## config.mk

```make
export PLATFORM = sky130hd
export DESIGN_NAME = btn_event_arbiter
export DESIGN_NICKNAME = d
export VERILOG_FILES = /design/src/rtl/btn_evt_pkg.sv /design/src/rtl/btn_press_tracker.sv /design/src/rtl/btn_event_arbiter.sv
export SDC_FILE = /design/constraint.sdc
export NUM_CORES = 1
export LEC_CHECK = 0
export ABC_CLOCK_PERIOD_IN_PS = 3100
export CAP_MARGIN = 20
export CELL_PAD_IN_SITES_DETAIL_PLACEMENT = 2
export CELL_PAD_IN_SITES_GLOBAL_PLACEMENT = 2
export CORE_MARGIN = 3
export CORE_UTILIZATION = 40
export CTS_CLUSTER_DIAMETER = 50
export DETAILED_ROUTE_END_ITERATION = 7
export PLACE_DENSITY_LB_ADDON = 0.1
export SLEW_MARGIN = 10
export SYNTH_ARGS = -nofsm -noshare
export SYNTH_HDL_FRONTEND = slang
export SYNTH_HIERARCHICAL = 1
export SYNTH_SLANG_ARGS = --single-unit
```

## constraint.sdc

```tcl
create_clock -name clk -period 3.1 [get_ports clk]
set_input_delay 0.31 -clock clk [delete_from_list [all_inputs] [get_ports clk]]
set_output_delay 0.31 -clock clk [all_outputs]
set_load 0.02 [all_outputs]
```

## src/rtl/btn_evt_pkg.sv

```systemverilog
// Shared types and constants for the button event arbiter.
package btn_evt_pkg;

  typedef enum logic [1:0] {
    TrkIdle,
    TrkHeld,
    TrkLongSent
  } trk_state_e;

  localparam int unsigned ID_W_DEF       = 2;
  localparam int unsigned LONG_PRESS_SIM = 8;

endpackage

```

## src/rtl/btn_press_tracker.sv

```systemverilog
// Per-button press tracker: turns a debounced level into one short or long press event.
module btn_press_tracker
  import btn_evt_pkg::*;
#(
  parameter int unsigned CNT_W             = 26,
  parameter int unsigned LONG_PRESS_CYCLES = 50_000_000
) (
  input  logic clk,
  input  logic reset,
  input  logic lvl,
  input  logic en,
  output logic post,
  output logic post_long,
  output logic active
);

  localparam logic [CNT_W-1:0] LastCnt = CNT_W'(LONG_PRESS_CYCLES - 1);
  localparam logic [CNT_W-1:0] PreLast = CNT_W'(LONG_PRESS_CYCLES - 2);

  trk_state_e       r_state;
  logic             r_prev_lvl;
  logic [CNT_W-1:0] r_cnt;
  logic             w_held;
  logic             w_at_thresh;

  assign w_held      = en && (r_state == TrkHeld);
  assign w_at_thresh = (r_cnt == PreLast);

  // Events are posted on the same edge that recognises the release or threshold.
  assign post      = w_held && (!lvl || w_at_thresh);
  assign post_long = w_held && lvl && w_at_thresh;
  assign active    = (r_state == TrkHeld) || (r_state == TrkLongSent);

  always_ff @(posedge clk or negedge reset) begin
    if (!reset) begin
      r_state    <= TrkIdle;
      r_prev_lvl <= 1'b1;
      r_cnt      <= '0;
    end else begin
      r_prev_lvl <= lvl;
      if (!en) begin
        r_state <= TrkIdle;
      end else begin
        case (r_state)
          TrkIdle: begin
            if (lvl && !r_prev_lvl) begin
              r_state <= TrkHeld;
              r_cnt   <= '0;
            end
          end
          TrkHeld: begin
            if (!lvl) begin
              r_state <= TrkIdle;
            end else if (w_at_thresh) begin
              r_state <= TrkLongSent;
              r_cnt   <= LastCnt;
            end else begin
              r_cnt <= r_cnt + 1'b1;
            end
          end
          TrkLongSent: begin
            if (!lvl) r_state <= TrkIdle;
          end
          default: r_state <= TrkIdle;
        endcase
      end
    end
  end

endmodule

```

## src/rtl/btn_event_arbiter.sv

```systemverilog
// Button press events: per-button trackers, one pending slot each, round-robin output channel.
module btn_event_arbiter
  import btn_evt_pkg::*;
#(
  parameter int unsigned NUM_BTN           = 4,
  parameter int unsigned ID_W              = ID_W_DEF,
  parameter int unsigned CNT_W             = 26,
  parameter int unsigned LONG_PRESS_CYCLES = 50_000_000
) (
  input  logic               clk,
  input  logic               reset,
  input  logic [NUM_BTN-1:0] btn_lvl,
  input  logic [NUM_BTN-1:0] btn_en,
  output logic               evt_valid,
  input  logic               evt_ready,
  output logic [ID_W-1:0]    evt_id,
  output logic               evt_long,
  output logic [NUM_BTN-1:0] hold_active,
  output logic               overflow,
  input  logic               ovf_clr
);

  localparam logic [ID_W-1:0] LastIdx = ID_W'(NUM_BTN - 1);

  logic [NUM_BTN-1:0] w_post;
  logic [NUM_BTN-1:0] w_post_long;
  logic [NUM_BTN-1:0] w_grant;
  logic [NUM_BTN-1:0] w_drop;
  logic [NUM_BTN-1:0] r_pend;
  logic [NUM_BTN-1:0] r_pend_long;
  logic [ID_W-1:0]    r_rr_ptr;
  logic [ID_W-1:0]    w_gnt_idx;
  logic               w_found;
  logic               w_load;

  for (genvar g = 0; g < NUM_BTN; g++) begin : g_trk
    btn_press_tracker #(
      .CNT_W            (CNT_W),
      .LONG_PRESS_CYCLES(LONG_PRESS_CYCLES)
    ) u_trk (
      .clk      (clk),
      .reset    (reset),
      .lvl      (btn_lvl[g]),
      .en       (btn_en[g]),
      .post     (w_post[g]),
      .post_long(w_post_long[g]),
      .active   (hold_active[g])
    );
  end

  assign w_load = !evt_valid || evt_ready;

  // First pass covers rr_ptr..NUM_BTN-1, second pass supplies the wrap-around part.
  always_comb begin
    w_found   = 1'b0;
    w_gnt_idx = '0;
    for (int unsigned k = 0; k < NUM_BTN; k++) begin
      if (!w_found && r_pend[k] && (k >= 32'(r_rr_ptr))) begin
        w_found   = 1'b1;
        w_gnt_idx = ID_W'(k);
      end
    end
    for (int unsigned k = 0; k < NUM_BTN; k++) begin
      if (!w_found && r_pend[k]) begin
        w_found   = 1'b1;
        w_gnt_idx = ID_W'(k);
      end
    end
  end

  assign w_grant = (w_load && w_found) ? (NUM_BTN'(1) << w_gnt_idx) : '0;
  assign w_drop  = w_post & r_pend & ~w_grant;

  always_ff @(posedge clk or negedge reset) begin
    if (!reset) begin
      r_pend      <= '0;
      r_pend_long <= '0;
    end else begin
      for (int unsigned k = 0; k < NUM_BTN; k++) begin
        if (w_post[k] && (!r_pend[k] || w_grant[k])) begin
          r_pend[k]      <= 1'b1;
          r_pend_long[k] <= w_post_long[k];
        end else if (w_grant[k]) begin
          r_pend[k] <= 1'b0;
        end
      end
    end
  end

  always_ff @(posedge clk or negedge reset) begin
    if (!reset) begin
      overflow <= 1'b0;
    end else if (|w_drop) begin
      overflow <= 1'b1;
    end else if (ovf_clr) begin
      overflow <= 1'b0;
    end
  end

  always_ff @(posedge clk or negedge reset) begin
    if (!reset) begin
      evt_valid <= 1'b0;
      evt_id    <= '0;
      evt_long  <= 1'b0;
      r_rr_ptr  <= '0;
    end else if (w_load) begin
      if (w_found) begin
        evt_valid <= 1'b1;
        evt_id    <= w_gnt_idx;
        evt_long  <= r_pend_long[w_gnt_idx];
        r_rr_ptr  <= (w_gnt_idx == LastIdx) ? '0 : w_gnt_idx + 1'b1;
      end else begin
        evt_valid <= 1'b0;
      end
    end
  end

endmodule

```

**Yosys cells after proc, flatten, opt, wreduce, memory -nomap -nowiden**

Cells that the tools add are included.

- Equality and inequality tests: 33
- $add $sub $neg: 5
- $lt $le $gt $ge: 4
- Shift-type cells: 1
- Bitwise operators: 3
- Mux-type cells: 70
- Reduce and logical (&&, ||, !) cells: 91

Operators by type and width:

| cell | count |
|---|---|
| 2-to-1 mux 26 bit | 12 |
| case mux 26 bit (2 select lines) | 4 |
| adder 26 x 1 -> 26 bit (second input constant) | 4 |
| == test 26 bit (second input constant) | 4 |
| 2-to-1 mux 2 bit | 27 |
| logical AND 1 bit | 35 |
| case mux 2 bit (3 select lines) | 4 |
| 2-to-1 mux 1 bit | 21 |
| logical NOT 1 bit | 20 |
| nonzero test 2 bit | 9 |
| inequality test 4 x 3 -> 1 bit (second input constant) | 4 |
| AND reduction 4 bit | 4 |
| logical OR 1 bit | 13 |
| inequality test 3 x 2 -> 1 bit (second input constant) | 4 |
| inequality test 3 bit (second input constant) | 4 |
| AND reduction 3 bit | 4 |
| == test 2 bit (second input constant) | 5 |
| bitwise AND 4 bit | 2 |
| == test 2 x 1 -> 1 bit (second input constant) | 4 |
| logical NOT 2 bit | 4 |
| inequality test 2 x 1 -> 1 bit (second input constant) | 4 |
| inequality test 2 bit (second input constant) | 4 |
| greater-or-equal comparator 1 x 2 -> 1 bit (first input constant) | 2 |
| 2-to-1 mux 4 bit | 1 |
| other kinds (8) | 8 |

- Input port bits: 12
- Flip-flop bits (word level): 131
- Output and inout port bits: 9
- Logic and storage cells: 232

**Depth between registers and ports, before layout**

Gate-level depths: netlist (run 1).

- Depth in word-level cells: 32
- Gate-level depth with buffers: 10
- Mapped depth without buffers: 9

**By module**

Netlist (run 1), hierarchy kept.

By module, submodules not included:

| module | instances | seq. area each (sq um) | cells each | area an instance (sq um) |
|---|---|---|---|---|
| btn_press_tracker (g_trk[0].u_trk ...) | 3 | 726.9 | 200 | 1811.7 |
| btn_press_tracker (g_trk[3].u_trk) | 1 | 726.9 | 210 | 1823.0 |
| btn_event_arbiter | 1 | 375.4 | 75 | 767.0 |

**Worst setup path after synthesis (run 1)**

No wires, ideal clock.

- Kind: reg2reg
- From: register g_trk[3].u_trk.r_cnt[18]
- To: register r_pend_long[3]
- Setup time: 125 ps
- Data arrival time: 2323 ps
- Path slack: 652 ps
- Cell stages (with the launch flop): 8
- Path buffers: 1
- Data required time: 2975 ps
- Cell sequence: dfrtp_1 or4b_1 or4_4 or2_4 buf_6 a21oi_1 nand2_1 mux2_2

- Word-level cells in the longest chain between the ends: 4
- Elaborated cells on any way between the ends: 5

RTL lines:

| what | line | text |
|---|---|---|
| start: declaration | btn_press_tracker.sv:22 | `logic [CNT_W-1:0] r_cnt;` |
| start signal: assignment | btn_press_tracker.sv:56 | `r_cnt <= LastCnt;` |
| start signal: assignment | btn_press_tracker.sv:58 | `r_cnt <= r_cnt + 1'b1;` |
| == test 26 bit | btn_press_tracker.sv:27 | `assign w_at_thresh = (r_cnt == PreLast);` |
| logical OR 1 bit | btn_press_tracker.sv:30 | `assign post = w_held && (!lvl \|\| w_at_thresh);` |
| logical AND 1 bit | btn_press_tracker.sv:30 |  |
| via w_post[3] | btn_event_arbiter.sv:25 | `logic [NUM_BTN-1:0] w_post;` |
| logical AND 1 bit | btn_event_arbiter.sv:80 | `if (w_post[k] && (!r_pend[k] \|\| w_grant[k])) begin` |
| end signal: indexed assignment | btn_event_arbiter.sv:82 | `r_pend_long[k] <= w_post_long[k];` |
| end: declaration | btn_event_arbiter.sv:30 | `logic [NUM_BTN-1:0] r_pend_long;` |

The timed path passes the listed nets, and every way through them passes these cells.
A chain may end at the register's enable or synchronous reset.

**Final worst setup path (run 1)**

Same ends and word-level chain as after synthesis.

==> results of run 1 <==
==> cell families (layout without fill, tap and decap cells) <==
family,Yosys count,in the layout,synth area share [%]
mux,19,19,2.448
fa+ha+maj,28,28,4.366
compound gates,272,272,22.45
buf+inv,79,109,4.693
flops,131,131,40.91
simple gates,356,356,25.13
==> worst max path at each step <==
stage | from | end | slack (ns) | cells past startpoint
2_1_floorplan | g_trk[3].u_trk/r_cnt[18] | r_pend_long[3] | 0.65 | 7
3_3_place_gp | g_trk[3].u_trk/r_cnt[18] | r_pend_long[3] | 0.57 | 6
3_5_place_dp | g_trk[3].u_trk/r_cnt[18] | r_pend_long[3] | 0.52 | 6
4_1_cts | g_trk[3].u_trk/r_cnt[18] | r_pend_long[3] | 0.49 | 6
5_1_grt | g_trk[3].u_trk/r_cnt[18] | overflow | 0.36 | 7
6_report | g_trk[3].u_trk/r_cnt[18] | r_pend_long[3] | 0.49 | 6
==> registers in the layout, indices dropped and copies added, names as in the netlist <==
register / count
evt_valid: 1
r_rr_ptr: 2
g_trk.u_trk/r_state: 8
evt_long: 1
g_trk.u_trk/r_cnt: 104
evt_id: 2
r_pend: 4
r_pend_long: 4
overflow: 1
g_trk.u_trk/r_prev_lvl: 4
==> power by group through the flow <==
stage          Clock (uW)  Combinational, uW  Sequential [uW]
3_5_place_dp            0               1690             2260
3_3_place_gp            0               1590             2220
4_1_cts              2100               1720             2230
5_1_grt              2190               1920             2280
2_1_floorplan           0               1180             2150
6_report             2050               1700             2240
==> metrics by stage <==
step           total power (uW)  hold slack (ns)
6_report                   5989           0.4284
3_5_place_dp               3950           0.3041
5_1_grt                    6385           0.4703
4_1_cts                    6057           0.4354
3_3_place_gp               3810           0.3005
2_1_floorplan              3333          0.01441
==> final cells by class <==
| cell class | instances | area (um^2) |
|---|---|---|
| fillers | 2160 | 10490 |
| clock inverters | 5 | 100.1 |
| flip-flops and latches | 131 | 3283 |
| clock buffers | 25 | 485.5 |
| well taps | 265 | 331.6 |
| repair buffers | 37 | 347.8 |
| multi-input cells | 675 | 4394 |
| inverters | 42 | 157.7 |
==> layer usage <==
layer  track usage (%)  part of all wire [%]  up-vias
met1             30.90                    47     3762
met3             3.525                   1.6       18
met4             5.172                  0.96        0
li1                  -                     -     3366
met5                 0                     0        -
met2             40.38                    50       55
==> cells in the final DEF (no fill, tap or decap), types with 5 or more instances in the layout <==
master	count
dfrtp_1	127
nand2_1	87
a21oi_1	72
nor2_1	58
nand3_1	57
o21ai_0	52
inv_1	41
nand4_1	33
a31oi_1	31
ha_1	28
o31ai_1	24
and2_1	21
clkdlybuf4s50_1	19
clkbuf_16	17
mux2i_1	14
buf_4	14
nor3_1	13
o22a_1	12
nand3b_1	10
nand2b_1	10
a2bb2oi_1	9
and3_1	8
o21a_1	8
or4_1	8
nand4b_1	7
nor4_1	7
a211oi_2	7
a22o_1	7
a41oi_1	7
nor4_4	6
clkbuf_1	5
==> what timing repair did <==
item	CTS	global route
hold endpoints to repair	47	0
gates resized for setup	0	0
hold buffers	1	0
==> critical path, delay by kind of cell (launching register included) <==
kind	cells	cell delay, ns
AOI/OAI and AO/OA	1	0.23
muxes	1	0.27
DFF	1	0.46
and+or+nand+nor	4	1.53
==> flow_summary.ini, run 1 <==
[worst_setup_path]
slowest_delay_ns = 0.55
r2r_slack_ns = 0.49
r2r_end = r_pend_long[3]
reg2regPathDepth = 6
cp_cell_sequence = or4b_1 -> or4_4 -> or2_4 -> a21oi_1 -> nand2_1 -> mux2_2
required_ns = 3.39
worstPathArrival_ns = 2.91
start_kind = flip-flop
cp_max_fo = 20
path_class = reg2reg
crit_path_end_kind = flip-flop
crit_path_top_delay_cell = or4b_1
rr_startpoint = g_trk[3].u_trk/r_cnt[18]

[grt]
grt_pass1_wl_um = 41900
overflow = 0
grt_pass1_vias = 7948
antenna_found_initial = 0
grt_max_degree = 57
grt.total_usage_pct = 23.28

[timing]
worst_pin_slew_ns = 0.9697
worst_slack_ns = 0.4869
final.period_utilization_pct = 84.29
post-route-min-period_ns = 2.613
fin_worst_skew_ns = 0.007933
slew_headroom_pct = 34.64
hold_viol_final = 0
rsz0062_at_grt = no
max_freq_mhz = 382.7
setup_viol = 0
slew_viol_final = 0
finalSetupTns_ns = 0

[logic_synthesis]
synthTopCellsByCount = 127 x dfrtp_1, 87 x nand2_1, 72 x a21oi_1
synth_warnings = 6
yosysMostFrequentCell = dfrtp_1
avgSynthCellArea_um2 = 9.068
synth_edf_count = 0
ys.flop_type = dfrtp_1
syn_inst = 885
syn_area_um2 = 8025
synth-seq-area-share_pct = 40.91
yosys.area.top_type = dfrtp_1
ys_top_cells_by_area = dfrtp_1 40%, a21oi_1 4.5%, ha_1 4.4%
async_reset_ff_share_pct = 100.0
ys_types = 69
synth_fp_nets = 925
synth.top_cell.area_share_pct = 39.60
ys_ff_latch = 131

[floorplanning]
row_count = 51
start_util_pct = 40.97
core_um2 = 19590
die_y_um = 147.6
die_x_um = 147.6
io_pins = 21
dieArea_um2 = 21800

[clock_tree]
root_buffer = clkbuf_16
cts_max_level = 4
numCtsBuffers = 17
cts_tree = built
clk_latency_ns = 0.41
clock_sinks = 131
clk_pin_slew_ns = 0.06
cts_setup_buffers = 0
ctsLongestPathBuffers = 2

[final_layout]
area_growth_pct = 13.39
fin_area_um2 = 9100
instances_no_fill = 1180
fin_util_pct = 46.45
drive_above_1_share_pct = 10.60
diodes = 0
finalNetCount = 944

[detailed_routing]
routed_via_density = 6.103
vias = 7201
ant_nets = 0
drc = 0
drt_pre_antenna_iters = 4
routed_wl_um = 24610
wl_per_cell_um = 20.85
first_iter_violations = 306

[power]
p_clk_share_pct = 34.2
switchingPower_uw = 2113
power_switching_share_pct = 35.28
p_per_area_nw_per_um2 = 658.2
p_int_uw = 3876
irDropWorstVdd_v = 0.0003731
leakagePower_uw = 0.003726
comb_power_share_pct = 28.4
seqPwrFrac_pct = 37.3

[placement]
portBuffers = 20
place_ws_ns = 0.5173
gp_congestion = 0.7790
placed_area_um2 = 8493
placed_cells = 1148
dp_hpwl_um = 16320

[worst_hold_path]
holdCritPathClass = in2async

[outcome]
status = finished, final reports clean

[run]
maxCapViolCount = 0
(Power assumes the default switching activity.)
==> run 2: changes to the inputs <==
--- a/config.mk
+++ b/config.mk
@@ -5,12 +5,12 @@
 export SDC_FILE = /design/constraint.sdc
 export NUM_CORES = 1
 export LEC_CHECK = 0
-export ABC_CLOCK_PERIOD_IN_PS = 3100
+export ABC_CLOCK_PERIOD_IN_PS = 2350
 export CAP_MARGIN = 20
 export CELL_PAD_IN_SITES_DETAIL_PLACEMENT = 2
 export CELL_PAD_IN_SITES_GLOBAL_PLACEMENT = 2
 export CORE_MARGIN = 3
-export CORE_UTILIZATION = 40
+export CORE_UTILIZATION = 36
 export CTS_CLUSTER_DIAMETER = 50
 export DETAILED_ROUTE_END_ITERATION = 7
 export PLACE_DENSITY_LB_ADDON = 0.1
==> constraint.sdc (replaced) <==
create_clock -name clk -period 2.35 [get_ports clk]
set_input_delay 0.235 -clock clk [delete_from_list [all_inputs] [get_ports clk]]
set_output_delay 0.235 -clock clk [all_outputs]
set_load 0.02 [all_outputs]
==> flow_summary.ini, run 2 (synthesis gave the netlist of run 1 again) <==
[outcome]
status = finished, final reports clean

[timing]
worst_slack_ns = 0.009759
post-route-min-period_ns = 2.340
hold_viol_final = 0
worst_pin_slew_ns = 0.6493
slew_headroom_pct = 56.71
rsz0062_at_grt = yes
setup_viol = 0
finalSetupTns_ns = 0
slew_viol_final = 0
max_freq_mhz = 427.3
fin_worst_skew_ns = 0.01131
final.period_utilization_pct = 99.58

[placement]
place_ws_ns = -0.03306
dp_hpwl_um = 17870
gp_congestion = 0.8047
placed_area_um2 = 8821
portBuffers = 20

[final_layout]
diodes = 0
layout_common_cells = 126 x dfrtp_1, 87 x nand2_1, 69 x a21oi_1
fin_util_pct = 44.30
finalNetCount = 983
area_growth_pct = 18.62
top_regs = g_trk.u_trk/r_cnt: 104 flops, g_trk.u_trk/r_state: 8 flops
layout_commonest_cell = dfrtp_1
fin_area_um2 = 9519
largest-register = g_trk.u_trk/r_cnt
largest_reg_flops = 104
drive_above_1_share_pct = 16.02

[grt]
grt.total_usage_pct = 22.05
antenna_found_initial = 0
overflow = 0
grt_pass1_vias = 8228
grt_pass1_wl_um = 43610
grt_max_degree = 60

[floorplanning]
core_um2 = 21490
dieArea_um2 = 24120
io_pins = 21
die_y_um = 155.3
row_count = 53
die_x_um = 155.3
start_util_pct = 37.35

[clock_tree]
numCtsBuffers = 17
clk_pin_slew_ns = 0.06
clock_sinks = 131
root_buffer = clkbuf_16
cts_tree = built
ctsLongestPathBuffers = 2
clk_latency_ns = 0.43
cts_max_level = 4

[worst_setup_path]
path_delay_family = simple AND/OR/NAND/NOR gates
slowest_delay_ns = 0.55
required_ns = 2.65
crit_path_end_kind = flip-flop
start_kind = flip-flop
cp_num_buf_inv = 1
path_class = reg2reg
cp_max_fo = 12
cp_common_cell = or4_4
crit_path_top_delay_cell = or4_4
worstPathArrival_ns = 2.64
cp_cell_sequence = or4_4 -> or4_4 -> or2_4 -> buf_6 -> a31oi_4 -> o21ai_1

[power]
p_per_area_nw_per_um2 = 844.4
irDropWorstVdd_v = 0.0003926
leakagePower_uw = 0.003925

[run]
maxCapViolCount = 0

[worst_hold_path]
holdCritPathClass = in2async

[detailed_routing]
routed_via_density = 6.014
vias = 7397
routed_wl_um = 25970
drt_pre_antenna_iters = 4
drc = 0
first_iter_violations = 302
wl_per_cell_um = 21.11
ant_nets = 0
run 2: cell types whose count changed in the layout (fill, tap and decap cells not counted), sizes merged:
cell	delta
buf	+39
bufinv	-1
clkbuf	-4
clkinv	+3
clkinvlp	+3
run 2: report_power, final:
part / internal [uW] / switching, uW / leakage (uW)
registers: 2540 / 370 / 0.00175
logic: 930 / 1510 / 0.00190
clock network: 1630 / 1050 / 0.000281
run 2: worst register-to-register path: stages, from the launching register on:
cell     delay (ns)
dfrtp_1        0.40
or4_4          0.55
or4_4          0.54
or2_4          0.27
buf_6          0.17
a31oi_4        0.19
o21ai_1        0.10
run 2: stage by stage:
step,total power (uW),std cells,hold slack [ns]
5_1_grt,8565,1230,0.3763
3_5_place_dp,5341,1197,0.2869
2_1_floorplan,4397,885,-0.06059
3_3_place_gp,5160,1197,0.2837
6_report,8038,1230,0.3803
4_1_cts,8099,1229,0.3588
run 2: repair_timing:
item                                    4_1_cts  5_1_grt
pin swaps                                     0        1
endpoints found under the setup margin        2       15
gates cloned                                  0        0
hold buffers                                  1        0
setup buffers                                 0        1
endpoints found under the hold margin        54        0
resized for setup                             3       15
run 2: cell type report:
type	instances	area [um^2]
Fill cell	2360	11970
Multi-Input combinational cell	675	4489
Clock inverter	10	107.6
Sequential cell	131	3284
Timing Repair Buffer	76	665.6
Tap cell	275	344.1
Inverter	42	157.7
Clock buffer	21	470.5
run 2: worst paths after layout:
path                                                from                         to  slack, ns  depth (start not counted)
worst max-delay path            g_trk[3].u_trk/r_cnt[10]   g_trk[3].u_trk/r_cnt[10]       0.01                          6
worst min-delay path                               reset   g_trk[2].u_trk/r_cnt[22]       0.38                          2
worst max register to register  g_trk[3].u_trk/r_cnt[10]   g_trk[3].u_trk/r_cnt[10]       0.01                          6
worst min register to register                 evt_id[0]                  evt_id[0]       0.51                          1
max in group asynchronous                          reset  g_trk[0].u_trk/r_prev_lvl       1.27                          3
min in group clk                              btn_lvl[2]  g_trk[2].u_trk/r_prev_lvl       0.39                          1
run 2: layer usage:
metal  vias up  part of all wire [%]  global-route usage (%)
met5         -                     0                       0
met4         0                   1.2                   5.377
met3        23                   2.5                   3.727
met2        88                    50                   37.92
met1      3850                    46                   29.03
li1       3436                     -                       -
==> run 3: changes to the inputs <==
--- a/config.mk
+++ b/config.mk
@@ -10,12 +10,12 @@
 export CELL_PAD_IN_SITES_DETAIL_PLACEMENT = 2
 export CELL_PAD_IN_SITES_GLOBAL_PLACEMENT = 2
 export CORE_MARGIN = 3
-export CORE_UTILIZATION = 36
+export CORE_UTILIZATION = 35
 export CTS_CLUSTER_DIAMETER = 50
 export DETAILED_ROUTE_END_ITERATION = 7
 export PLACE_DENSITY_LB_ADDON = 0.1
+export SKIP_CTS_REPAIR_TIMING = 1
 export SLEW_MARGIN = 10
 export SYNTH_ARGS = -nofsm -noshare
 export SYNTH_HDL_FRONTEND = slang
-export SYNTH_HIERARCHICAL = 1
 export SYNTH_SLANG_ARGS = --single-unit
==> flow_summary.ini, run 3 <==
[outcome]
status = complete, but fails checks
failed_checks = negative setup slack

[detailed_routing]
ant_nets = 0
routed_wl_um = 24830
drc = 0
wl_per_cell_um = 20.30
first_iter_violations = 267
drt_pre_antenna_iters = 4
routed_via_density = 5.711
vias = 6985

[worst_setup_path]
cp_num_buf_inv = 1
start_kind = flip-flop
cp_cell_sequence = or4_1 -> or4_1 -> or4_4 -> inv_1 -> o21ai_0 -> a21oi_1
cp_max_fo = 6
required_ns = 2.69
crit_path_end_kind = flip-flop
crit_path_top_delay_cell = or4_1
slowest_delay_ns = 0.51
worstPathArrival_ns = 2.78
path_delay_family = simple AND/OR/NAND/NOR gates
cp_common_cell = or4_1
path_class = reg2reg

[grt]
overflow = 0
grt_pass1_wl_um = 42310
grt_max_degree = 51
antenna_found_initial = 0
grt_pass1_vias = 7948
grt.total_usage_pct = 21.78

[logic_synthesis]
synth_edf_count = 0
synthTopCellsByCount = 127 x dfrtp_1, 87 x nand2_1, 76 x nor2_1
synth.top_cell.area_share_pct = 41.92
synth_fp_nets = 897
yosys.area.top_type = dfrtp_1
ys_top_cells_by_area = dfrtp_1 42%, a21oi_1 4.8%, nand2_1 4.3%
synth_warnings = 0
syn_inst = 864
avgSynthCellArea_um2 = 8.774
yosysMostFrequentCell = dfrtp_1
ys_types = 60
ys_ff_latch = 131
async_reset_ff_share_pct = 100.0
synth-seq-area-share_pct = 43.31
ys.flop_type = dfrtp_1
syn_area_um2 = 7581

[timing]
final.period_utilization_pct = 103.7
slew_viol_final = 0
fin_worst_skew_ns = 0.01123
slew_headroom_pct = 57.91
worst_slack_ns = -0.08705
finalSetupTns_ns = -1.199
post-route-min-period_ns = 2.437
hold_viol_final = 0
max_freq_mhz = 410.3
rsz0062_at_grt = yes
setup_viol = 20
worst_pin_slew_ns = 0.6307

[placement]
dp_hpwl_um = 17330
gp_congestion = 0.8230
portBuffers = 20
placed_cells = 1190
placed_area_um2 = 8564

[power]
irDropWorstVdd_v = 0.0004752
comb_power_share_pct = 19.0
leakagePower_uw = 0.003959
power_switching_share_pct = 30.09
p_per_area_nw_per_um2 = 704.1
p_int_uw = 4565
power_uw = 6531
switchingPower_uw = 1965
seqPwrFrac_pct = 39.1
p_clk_share_pct = 41.9

[clock_tree]
ctsLongestPathBuffers = 2
clk_latency_ns = 0.42
cts_tree = built
cts_max_level = 4
root_buffer = clkbuf_16
clock_sinks = 131
clk_pin_slew_ns = 0.06
numCtsBuffers = 17

[run]
maxCapViolCount = 0

[final_layout]
fin_util_pct = 43.85
instances_no_fill = 1223
finalNetCount = 968
largest_reg_flops = 104
area_growth_pct = 22.35
final.fill_count = 2305
diodes = 0
drive_above_1_share_pct = 15.51
layout_common_cells = 126 x dfrtp_1, 87 x nand2_1, 76 x nor2_1
largest-register = g_trk.u_trk.r_cnt
layout_commonest_cell = dfrtp_1
top_regs = g_trk.u_trk.r_cnt: 104 flops, g_trk.u_trk.r_state: 8 flops
fin_area_um2 = 9275

[floorplanning]
io_pins = 21
die_y_um = 153.2
core_um2 = 21150
start_util_pct = 35.84
row_count = 53
die_x_um = 153.2
dieArea_um2 = 23460

[worst_hold_path]
holdCritPathClass = in2async
[run 3: changes by cell type after synthesis, sizes merged, moves of 10 or more]
cell	previous run	this run
clkbuf	24	34
xor2	0	18
a31oi	31	15
mux2i	14	4
nand4	36	25
and3	8	24
and2	24	9
xnor2	0	13
a21o	4	19
nor2	59	76
[run 3: cell families (layout without fill, tap and decap cells)]
logic type / after synthesis / count (layout) / synth area share [%]
xor gates and xnor gates: 31 / 31 / 3.581
AOI/OAI and AO/OA: 246 / 246 / 20.98
and+or+nand+nor: 347 / 347 / 23.29
muxes: 6 / 6 / 0.8252
adders and majority gates: 21 / 21 / 3.466
buffers and inverters: 82 / 166 / 4.555
DFF: 131 / 131 / 43.31
[run 3: power groups by stage]
stage,sequential [uW],combinational (uW),clock [uW]
after floorplan,2560,664,0
after global placement,2570,1140,0
after detailed placement,2590,1200,0
after CTS,2550,1230,2810
after global routing,2580,1390,2920
final,2560,1240,2740
[run 3: path summary, 6_finish.rpt]
path,cells past startpoint,endpoint,startpoint,slack [ns]
worst max-delay path,6,g_trk[1].u_trk.r_cnt[2],g_trk[1].u_trk.r_cnt[10],-0.09
worst min-delay path,2,g_trk[0].u_trk.r_cnt[20],reset,0.29
worst max register to register,6,g_trk[1].u_trk.r_cnt[2],g_trk[1].u_trk.r_cnt[10],-0.09
worst min register to register,1,g_trk[2].u_trk.r_cnt[15],g_trk[2].u_trk.r_cnt[15],0.49
max in group asynchronous,3,g_trk[1].u_trk.r_prev_lvl,reset,1.36
min in group clk,1,g_trk[1].u_trk.r_prev_lvl,btn_lvl[1],0.31
[run 3: through the flow]
step                      setup WS (ns)  hold slack [ns]
after floorplan                -0.05317         -0.06059
after global placement         -0.07640           0.1775
after detailed placement        -0.1154           0.1793
after CTS                       -0.1397          -0.2832
after global routing            -0.1905           0.2953
final                          -0.08705           0.2855
[run 3: final cells by class]
cell class / count / area (um^2) / share of cell area (%)
Multi-Input combinational cell: 651 / 4095 / 44.15
Clock inverter: 14 / 163.9 / 1.767
Clock buffer: 18 / 429.2 / 4.627
Inverter: 39 / 150.1 / 1.619
Sequential cell: 131 / 3284 / 35.41
Tap cell: 275 / 344.1 / 3.710
Timing Repair Buffer: 95 / 808.3 / 8.714
[run 3: routing by layer]
| layer | global-route usage [%] | vias up | wire length, um |
|---|---|---|---|
| met5 | 0 | - | 0 |
| met4 | 4.158 | 0 | 176 |
| met3 | 3.822 | 16 | 447 |
| met2 | 38.94 | 65 | 12810 |
| met1 | 27.81 | 3597 | 11400 |
| li1 | - | 3307 | - |
